### src/rtl/stopwatch_pkg.sv
// Shared definitions for the mm:ss stopwatch.
// Contents:
//   mode_e     - 2-bit operating mode, also the externally visible `mode` code
//   MASK_*     - per-digit blank masks for the seven-segment scan driver
//   is_adj     - true for either adjust mode
package stopwatch_pkg;

    typedef enum logic [1:0] {
        MODE_RUN     = 2'b00,
        MODE_PAUSE   = 2'b01,
        MODE_ADJ_MIN = 2'b10,
        MODE_ADJ_SEC = 2'b11
    } mode_e;

    // bit0 = seconds ones ... bit3 = minutes tens
    localparam logic [3:0] MASK_NONE = 4'b0000;
    localparam logic [3:0] MASK_MIN  = 4'b1100;
    localparam logic [3:0] MASK_SEC  = 4'b0011;

    // Both adjust encodings share the MSB.
    function automatic logic is_adj(input mode_e m);
        return m[1];
    endfunction

endpackage

### src/rtl/btn_edge_sync.sv
// Button synchronizer plus rising-edge pulse generator.
// Ports:
//   clk    - system clock
//   rst_n  - asynchronous active-low reset; clears chain and edge history
//   btn    - debounced (asynchronous) button level
//   rise   - one-cycle pulse when the synchronized level goes 0 -> 1
// SYNC_STAGES must be at least 2.
module btn_edge_sync #(
    parameter int unsigned SYNC_STAGES = 2
) (
    input  logic clk,
    input  logic rst_n,
    input  logic btn,
    output logic rise
);

    logic [SYNC_STAGES-1:0] sync_q;
    logic                   prev_q;

    always_ff @(posedge clk or negedge rst_n) begin
        if (!rst_n) begin
            sync_q <= '0;
            prev_q <= 1'b0;
        end else begin
            sync_q <= {sync_q[SYNC_STAGES-2:0], btn};
            prev_q <= sync_q[SYNC_STAGES-1];
        end
    end

    // History resets to 0, so a button held through reset yields one edge.
    assign rise = sync_q[SYNC_STAGES-1] & ~prev_q;

endmodule

### src/rtl/stopwatch_mode_ctrl.sv
// Stopwatch mode controller: RUN/PAUSE/ADJ_MIN/ADJ_SEC state machine, tick
// qualification for the time counter and digit blinking for the display.
// Ports:
//   clk, rst_n        - clock and asynchronous active-low reset
//   btn_pause/adj/sel/clr - debounced button levels (asynchronous)
//   tick_1hz, tick_2hz    - single-cycle timebase pulses
//   run_tick          - advance seconds with carry (RUN only)
//   adj_sec_tick      - bump seconds field, no carry (ADJ_SEC only)
//   adj_min_tick      - bump minutes field (ADJ_MIN only)
//   clear             - zero the counter
//   blank_mask        - 1 = blank digit, bit0 = sec ones ... bit3 = min tens
//   mode              - current mode code
// All outputs are registered.
module stopwatch_mode_ctrl
    import stopwatch_pkg::*;
#(
    parameter int unsigned SYNC_STAGES = 2
) (
    input  logic       clk,
    input  logic       rst_n,
    input  logic       btn_pause,
    input  logic       btn_adj,
    input  logic       btn_sel,
    input  logic       btn_clr,
    input  logic       tick_1hz,
    input  logic       tick_2hz,
    output logic       run_tick,
    output logic       adj_sec_tick,
    output logic       adj_min_tick,
    output logic       clear,
    output logic [3:0] blank_mask,
    output logic [1:0] mode
);

    logic pause_rise, adj_rise, sel_rise, clr_rise;

    btn_edge_sync #(.SYNC_STAGES(SYNC_STAGES)) u_sync_pause (
        .clk   (clk),
        .rst_n (rst_n),
        .btn   (btn_pause),
        .rise  (pause_rise)
    );

    btn_edge_sync #(.SYNC_STAGES(SYNC_STAGES)) u_sync_adj (
        .clk   (clk),
        .rst_n (rst_n),
        .btn   (btn_adj),
        .rise  (adj_rise)
    );

    btn_edge_sync #(.SYNC_STAGES(SYNC_STAGES)) u_sync_sel (
        .clk   (clk),
        .rst_n (rst_n),
        .btn   (btn_sel),
        .rise  (sel_rise)
    );

    btn_edge_sync #(.SYNC_STAGES(SYNC_STAGES)) u_sync_clr (
        .clk   (clk),
        .rst_n (rst_n),
        .btn   (btn_clr),
        .rise  (clr_rise)
    );

    mode_e      state_q, state_d;
    logic       was_paused_q, was_paused_d;
    logic       phase_q, phase_d;
    logic       run_tick_q, run_tick_d;
    logic       adj_sec_tick_q, adj_sec_tick_d;
    logic       adj_min_tick_q, adj_min_tick_d;
    logic       clear_q, clear_d;
    logic [3:0] blank_mask_q, blank_mask_d;

    // Next-state: adjust beats pause beats select; losers are dropped.
    always_comb begin
        state_d      = state_q;
        was_paused_d = was_paused_q;
        unique case (state_q)
            MODE_RUN, MODE_PAUSE: begin
                if (adj_rise) begin
                    state_d      = MODE_ADJ_MIN;
                    was_paused_d = (state_q == MODE_PAUSE);
                end else if (pause_rise) begin
                    state_d = (state_q == MODE_RUN) ? MODE_PAUSE : MODE_RUN;
                end
            end
            MODE_ADJ_MIN, MODE_ADJ_SEC: begin
                if (adj_rise) begin
                    state_d = was_paused_q ? MODE_PAUSE : MODE_RUN;
                end else if (sel_rise && !pause_rise) begin
                    // An ignored pause edge still wins the cycle over select.
                    state_d = (state_q == MODE_ADJ_MIN) ? MODE_ADJ_SEC : MODE_ADJ_MIN;
                end
            end
            default: state_d = MODE_RUN;
        endcase
    end

    // Blink phase and registered outputs; ticks are qualified by the old state.
    always_comb begin
        phase_d = phase_q;
        if (is_adj(state_d) && (state_d != state_q)) begin
            phase_d = 1'b0;  // entry into an adjust mode or MIN<->SEC switch
        end else if (is_adj(state_q) && tick_2hz) begin
            phase_d = ~phase_q;
        end

        clear_d        = clr_rise;
        run_tick_d     = tick_1hz && (state_q == MODE_RUN) && !clr_rise;
        adj_min_tick_d = tick_2hz && (state_q == MODE_ADJ_MIN) && !clr_rise;
        adj_sec_tick_d = tick_2hz && (state_q == MODE_ADJ_SEC) && !clr_rise;

        blank_mask_d = MASK_NONE;
        if (phase_d) begin
            if (state_d == MODE_ADJ_MIN) begin
                blank_mask_d = MASK_MIN;
            end else if (state_d == MODE_ADJ_SEC) begin
                blank_mask_d = MASK_SEC;
            end
        end
    end

    always_ff @(posedge clk or negedge rst_n) begin
        if (!rst_n) begin
            state_q        <= MODE_RUN;
            was_paused_q   <= 1'b0;
            phase_q        <= 1'b0;
            run_tick_q     <= 1'b0;
            adj_sec_tick_q <= 1'b0;
            adj_min_tick_q <= 1'b0;
            clear_q        <= 1'b0;
            blank_mask_q   <= MASK_NONE;
        end else begin
            state_q        <= state_d;
            was_paused_q   <= was_paused_d;
            phase_q        <= phase_d;
            run_tick_q     <= run_tick_d;
            adj_sec_tick_q <= adj_sec_tick_d;
            adj_min_tick_q <= adj_min_tick_d;
            clear_q        <= clear_d;
            blank_mask_q   <= blank_mask_d;
        end
    end

    assign mode         = state_q;
    assign run_tick     = run_tick_q;
    assign adj_sec_tick = adj_sec_tick_q;
    assign adj_min_tick = adj_min_tick_q;
    assign clear        = clear_q;
    assign blank_mask   = blank_mask_q;

endmodule

### config.mk
export PLATFORM = sky130hd
export DESIGN_NAME = stopwatch_mode_ctrl
export DESIGN_NICKNAME = d
export VERILOG_FILES = /design/src/rtl/stopwatch_pkg.sv /design/src/rtl/btn_edge_sync.sv /design/src/rtl/stopwatch_mode_ctrl.sv
export SDC_FILE = /design/constraint.sdc
export NUM_CORES = 1
export LEC_CHECK = 0
export BUFFER_PORTS_ARGS = -buffer_cell sky130_fd_sc_hd__buf_4
export CAP_MARGIN = 10
export CELL_PAD_IN_SITES_DETAIL_PLACEMENT = 1
export CELL_PAD_IN_SITES_GLOBAL_PLACEMENT = 2
export CORE_MARGIN = 8
export CORE_UTILIZATION = 30
export CTS_BUF_LIST = sky130_fd_sc_hd__clkbuf_4 sky130_fd_sc_hd__clkbuf_8
export DETAILED_ROUTE_END_ITERATION = 8
export PLACE_DENSITY_LB_ADDON = 0.08
export SYNTH_ARGS = -nofsm -noshare
export SYNTH_HDL_FRONTEND = slang
export SYNTH_SLANG_ARGS = --single-unit
### constraint.sdc
create_clock -name clk -period 3.5 [get_ports clk]
set_input_delay 0.35 -clock clk [delete_from_list [all_inputs] [get_ports clk]]
set_output_delay 0.35 -clock clk [all_outputs]
set_load 0.02 [all_outputs]
== Yosys cells after proc, flatten, opt, wreduce, memory -nomap -nowiden ==
Index checks and enable logic that the tools add are counted.

* Bits in registers: 24
* Output and inout bits: 10

* Eq/ne operators: 6
* Multiplexer cells: 13
* Bitwise logic cells: 9
* Reductions and logical operators: 15

{| class="wikitable"
|+ Operators by type and width
! operator !! count
|-
| 2-to-1 mux 2 bit || 5
|-
| logical AND 1 bit || 9
|-
| equality test 2 bit, second input constant || 4
|-
| 2-to-1 mux 4 bit || 2
|-
| 2-to-1 mux 1 bit || 5
|-
| NOT 1 bit || 5
|-
| AND 1 bit || 4
|-
| case mux 2 bit (2 select lines) || 1
|-
| OR reduction 2 bit || 2
|-
| equality test 2 x 1 -> 1 bit, second input constant || 1
|-
| zero test 1 bit || 2
|-
| zero test 2 bit || 1
|-
| inequality test 2 bit || 1
|-
| AND reduction 2 bit || 1
|}

== Logic depth before layout (Yosys ltp) ==
* Depth after elaboration: 11
* Mapped depth: 4
* Gate-level depth less buffers: 4

== By module ==
From an unflattened synthesis, not the netlist that was laid out.

* Cells, all modules: 53
* Area total of the unflattened synthesis: 779.5 um^2

{| class="wikitable"
|+ By module, submodules not included
! module !! times used !! cells an instance !! area each (um^2) !! seq. area each (um^2)
|-
| stopwatch_mode_ctrl || 1 || 37 || 424.2 || 250.2
|-
| btn_edge_sync || 4 || 4 || 88.8 || 75.1
|}

== Worst setup path after synthesis ==
OpenSTA, ideal clock, no wires.

* Path kind: reg2reg
* Start point: register state_q[1] (netlist: mode[1])
* End point: register was_paused_q
* Arrival time: 1.054 ns
* Required time: 3.372 ns
* Setup slack: 2.319 ns
* Cell stages (with the launch flop): 4
* Clock period less this slack: 1.181 ns
* Path through: dfrtp_1 buf_2 nor2_1 mux2_1

* Longest elaborated chain between the ends: 3
* Elaborated cells on any way between the ends: 4

{| class="wikitable"
|+ RTL lines
! item !! RTL line !! text
|-
| start, declared || stopwatch_mode_ctrl.sv:65 || <nowiki>mode_e state_q, state_d;</nowiki>
|-
| start signal, assigned || stopwatch_mode_ctrl.sv:134 || <nowiki>state_q <= state_d;</nowiki>
|-
| equality test 2 x 1 -> 1 bit / zero test 2 bit (equally long branches) || stopwatch_mode_ctrl.sv:78, stopwatch_mode_ctrl.sv:82 ||
|-
| OR reduction 2 bit || stopwatch_mode_ctrl.sv:78 || <nowiki>unique case (state_q)</nowiki>
|-
| AND reduction 2 bit (no line) || - ||
|-
| end signal, assigned || stopwatch_mode_ctrl.sv:135 || <nowiki>was_paused_q <= was_paused_d;</nowiki>
|-
| end, declared || stopwatch_mode_ctrl.sv:66 || <nowiki>logic was_paused_q, was_paused_d;</nowiki>
|}

Several ways; a longest one is shown, not always the timed one.
A chain may end at the register's enable or synchronous reset.

== Final worst setup path ==
* Start point: register state_q[1] (netlist: mode[1])
* End point: output port mode[1]

{| class="wikitable"
|+ RTL lines
! item !! RTL line !! text
|-
| end, declared || stopwatch_mode_ctrl.sv:32 || <nowiki>output logic [1:0] mode</nowiki>
|}

No word-level cell between the ends.

==> results.py <==
metrics = {
    "run_status": {
        "status": "finished, final reports clean",
    },
    "timing": {
        "max_freq_ghz": 0.683,
        "post-route-period-util_pct": 41.8,
        "tns_ns": 0,
        "worst_pin_slew_ns": 0.389,
        "setup_violations": 0,
        "period_needed_ns": 1.46,
        "slew_viol_final": 0,
        "clock_skew_ns": 0.00534,
        "slew_headroom_pct": 74.1,
        "rsz0062_at_grt": "no",
        "hold_violations": 0,
    },
    "cells_and_area": {
        "drive_gt1_share_pct": 34.3,
        "nFillCells": 273,
        "area_growth_syn_to_layout_pct": 24.9,
        "utilization_pct": 39.1,
        "layout_common_cells": "dfrtp_1, buf_4, nor2_1",
        "layout_commonest_cell": "dfrtp_1",
        "diodes": 0,
        "nNetsFinal": 79,
    },
    "grt": {
        "overflow": 0,
        "grt_max_degree": 23,
        "grt_pass1_vias": 525,
        "grt_pass1_wl_mm": 2.35,
        "antenna_found_initial": 0,
        "grt_use_total_pct": 7.10,
    },
    "synthesis": {
        "synth_seq_cells": 22,
        "synth_cells": 51,
        "synth_nets": 59,
        "synth_cell_type_count": 20,
        "yosysWarnings": 0,
        "ys_seq_area_share_pct": 71.7,
        "syn_area_sq_um": 768,
        "postSynthAreaPerCell_sq_um": 15.1,
    },
    "worst_setup_path": {
        "crit_path_max_incr_delay_ns": 0.60,
        "r2r-end": "mode[0]",
        "r2r_cells": 4,
        "worst_path_max_delay_cell": "dfrtp_1",
        "critical_path_peak_fanout": 11,
        "required_ns": 3.15,
        "path_buf_inv": 1,
        "cp_num_cells": 1,
        "r2r-start": "u_sync_pause.sync_q[1]",
        "arrival_ns": 1.11,
        "worst_setup_path_end_kind": "output port",
        "crit_chain": "buf_4",
        "worst-setup-path-type": "reg2out",
        "reg2reg_slack_ns": 2.28,
        "cp-start-kind": "flip-flop",
        "cp_top_family": "flip-flops",
    },
    "min_path": {
        "holdCritStartpoint": "btn_pause",
        "min_path_type": "in2reg",
        "min_to": "u_sync_pause.sync_q[0]",
        "worstHoldPathCells": 1,
    },
    "power": {
        "power_density_nw_per_um2": 679,
        "vdd_drop_max_v": 0.000284,
        "power_frac_comb_pct": 26.6,
        "pwr-share-seq_pct": 52.7,
        "intPower_w": 0.000445,
        "clockPowerShare_pct": 20.7,
        "p_switching_w": 0.000207,
        "switching_share_pct": 31.7,
        "p_leak_nw": 0.447,
    },
    "routing": {
        "wl_mm": 1.29,
        "vias": 439,
        "vias_per_cell": 4.39,
        "ant_nets": 0,
        "drt_first_iter_violations": 4,
        "drt_pass1_iterations": 2,
        "wire_per_inst_um": 12.9,
        "route.detailed.drc": 0,
    },
    "clock_network": {
        "cts_tree": "built",
        "cts.path.max_buffers": 2,
        "cts_buffers": 3,
        "clk_pin_slew_ns": 0.12,
        "clock_latency_ns": 0.30,
        "cts-htree-levels": 1,
        "cts_root_buf": "clkbuf_4",
        "ctsResizeCount": 0,
        "cts.sinks": 22,
    },
    "die": {
        "die_width_um": 66.6,
        "coreArea_sq_um": 2450,
        "io_pins": 18,
        "die-area_sq_um": 4440,
        "die_y_um": 66.6,
        "initial_utilization_pct": 31.3,
        "rows": 18,
    },
    "job": {
        "maxCapViolations": 0,
    },
    "placement": {
        "dp_hpwl_um": 975,
        "gp_congestion": 0.668,
        "io_buffers": 17,
    },
}
## synth_stat cells
cell / instances / area (sq um)
xor2_1: 1 / 8.76
nor2_1: 4 / 15.0
buf_2: 1 / 5.00
a211oi_2: 1 / 12.5
nor4b_1: 1 / 8.76
nor3b_4: 1 / 18.8
dfrtp_1: 22 / 551
nor2b_4: 1 / 13.8
nor2b_1: 2 / 12.5
mux2_1: 1 / 11.3
nand3_1: 1 / 5.00
a22o_1: 1 / 8.76
buf_4: 2 / 15.0
nor4_1: 2 / 12.5
o31ai_1: 1 / 7.51
xnor2_1: 3 / 26.3
nand2b_1: 3 / 18.8
a31o_1: 1 / 8.76
nand2_1: 1 / 3.75
a21oi_1: 1 / 5.00
## power by group through the flow
stage                     Clock (W)  Sequential (W)  Combinational, W
after global routing       0.000158        0.000355          0.000192
after floorplan                   0        0.000356          0.000101
after global placement            0        0.000352          0.000176
after CTS                  0.000145        0.000347          0.000178
final                      0.000135        0.000344          0.000173
after detailed placement          0        0.000352          0.000176
## worst reg2reg max path: stages (launching register included)
cell,delay (ns)
dfrtp_1,0.41
nor2b_4,0.14
nor3b_4,0.25
xor2_1,0.10
a31o_1,0.23
## per-stage QoR
step	power (W)	cells	hold slack (ns)	setup WS, ns	instance area (sq um)
2_1_floorplan	0.000457	51	0.0544	2.32	768
3_3_place_gp	0.000528	95	0.252	2.29	913
3_5_place_dp	0.000529	95	0.255	2.28	913
4_1_cts	0.000669	100	0.126	2.00	960
5_1_grt	0.000706	100	0.104	1.91	960
6_report	0.000652	100	0.146	2.04	960
## area by class of cell
type | instances | area [sq um] | share of cell area (%)
clock buffers | 4 | 36.3 | 3.78
multi-input cells | 26 | 198 | 20.6
flip-flops and latches | 22 | 551 | 57.4
well taps | 30 | 37.5 | 3.91
repair buffers | 18 | 138 | 14.3
## state kept, by name (all words and copies together), names as in the netlist, 2 cells and up
register             count
blank_mask               2
mode                     2
u_sync_adj.sync_q        2
u_sync_clr.sync_q        2
u_sync_pause.sync_q      2
u_sync_sel.sync_q        2
## how the worst max path moves through the flow
stage | from | end | slack, ns
6_report | mode[1] | mode[1] | 2.04
5_1_grt | mode[1] | mode[1] | 1.91
4_1_cts | mode[1] | mode[1] | 2.00
3_5_place_dp | u_sync_pause.sync_q[1] | mode[0] | 2.28
3_3_place_gp | u_sync_pause.sync_q[1] | mode[0] | 2.29
2_1_floorplan | mode[1] | was_paused_q | 2.32
## kinds of logic after synthesis
kind of cell	Yosys count	share of synthesized area, %
AOI/OAI and AO/OA	5	5.54
xor gates and xnor gates	4	4.56
buffers and inverters	3	2.60
DFF	22	71.7
muxes	1	1.47
and+or+nand+nor	16	14.2
## per-layer routing
| layer | wire (um) | global-route usage, % | vias to the layer above |
|---|---|---|---|
| li1 | - | - | 207 |
| met1 | 550 | 7.49 | 217 |
| met2 | 615 | 11.4 | 13 |
| met3 | 121 | 3.36 | 2 |
| met4 | 4 | 4.00 | 0 |
| met5 | 0 | 0 | - |
## repair_timing
action	in CTS	in global routing
buffers inserted	0	0
setup endpoints to repair	0	0
endpoints found under the hold margin	22	0
hold buffers	1	0
Note: power is estimated with default switching activity, not from simulation.
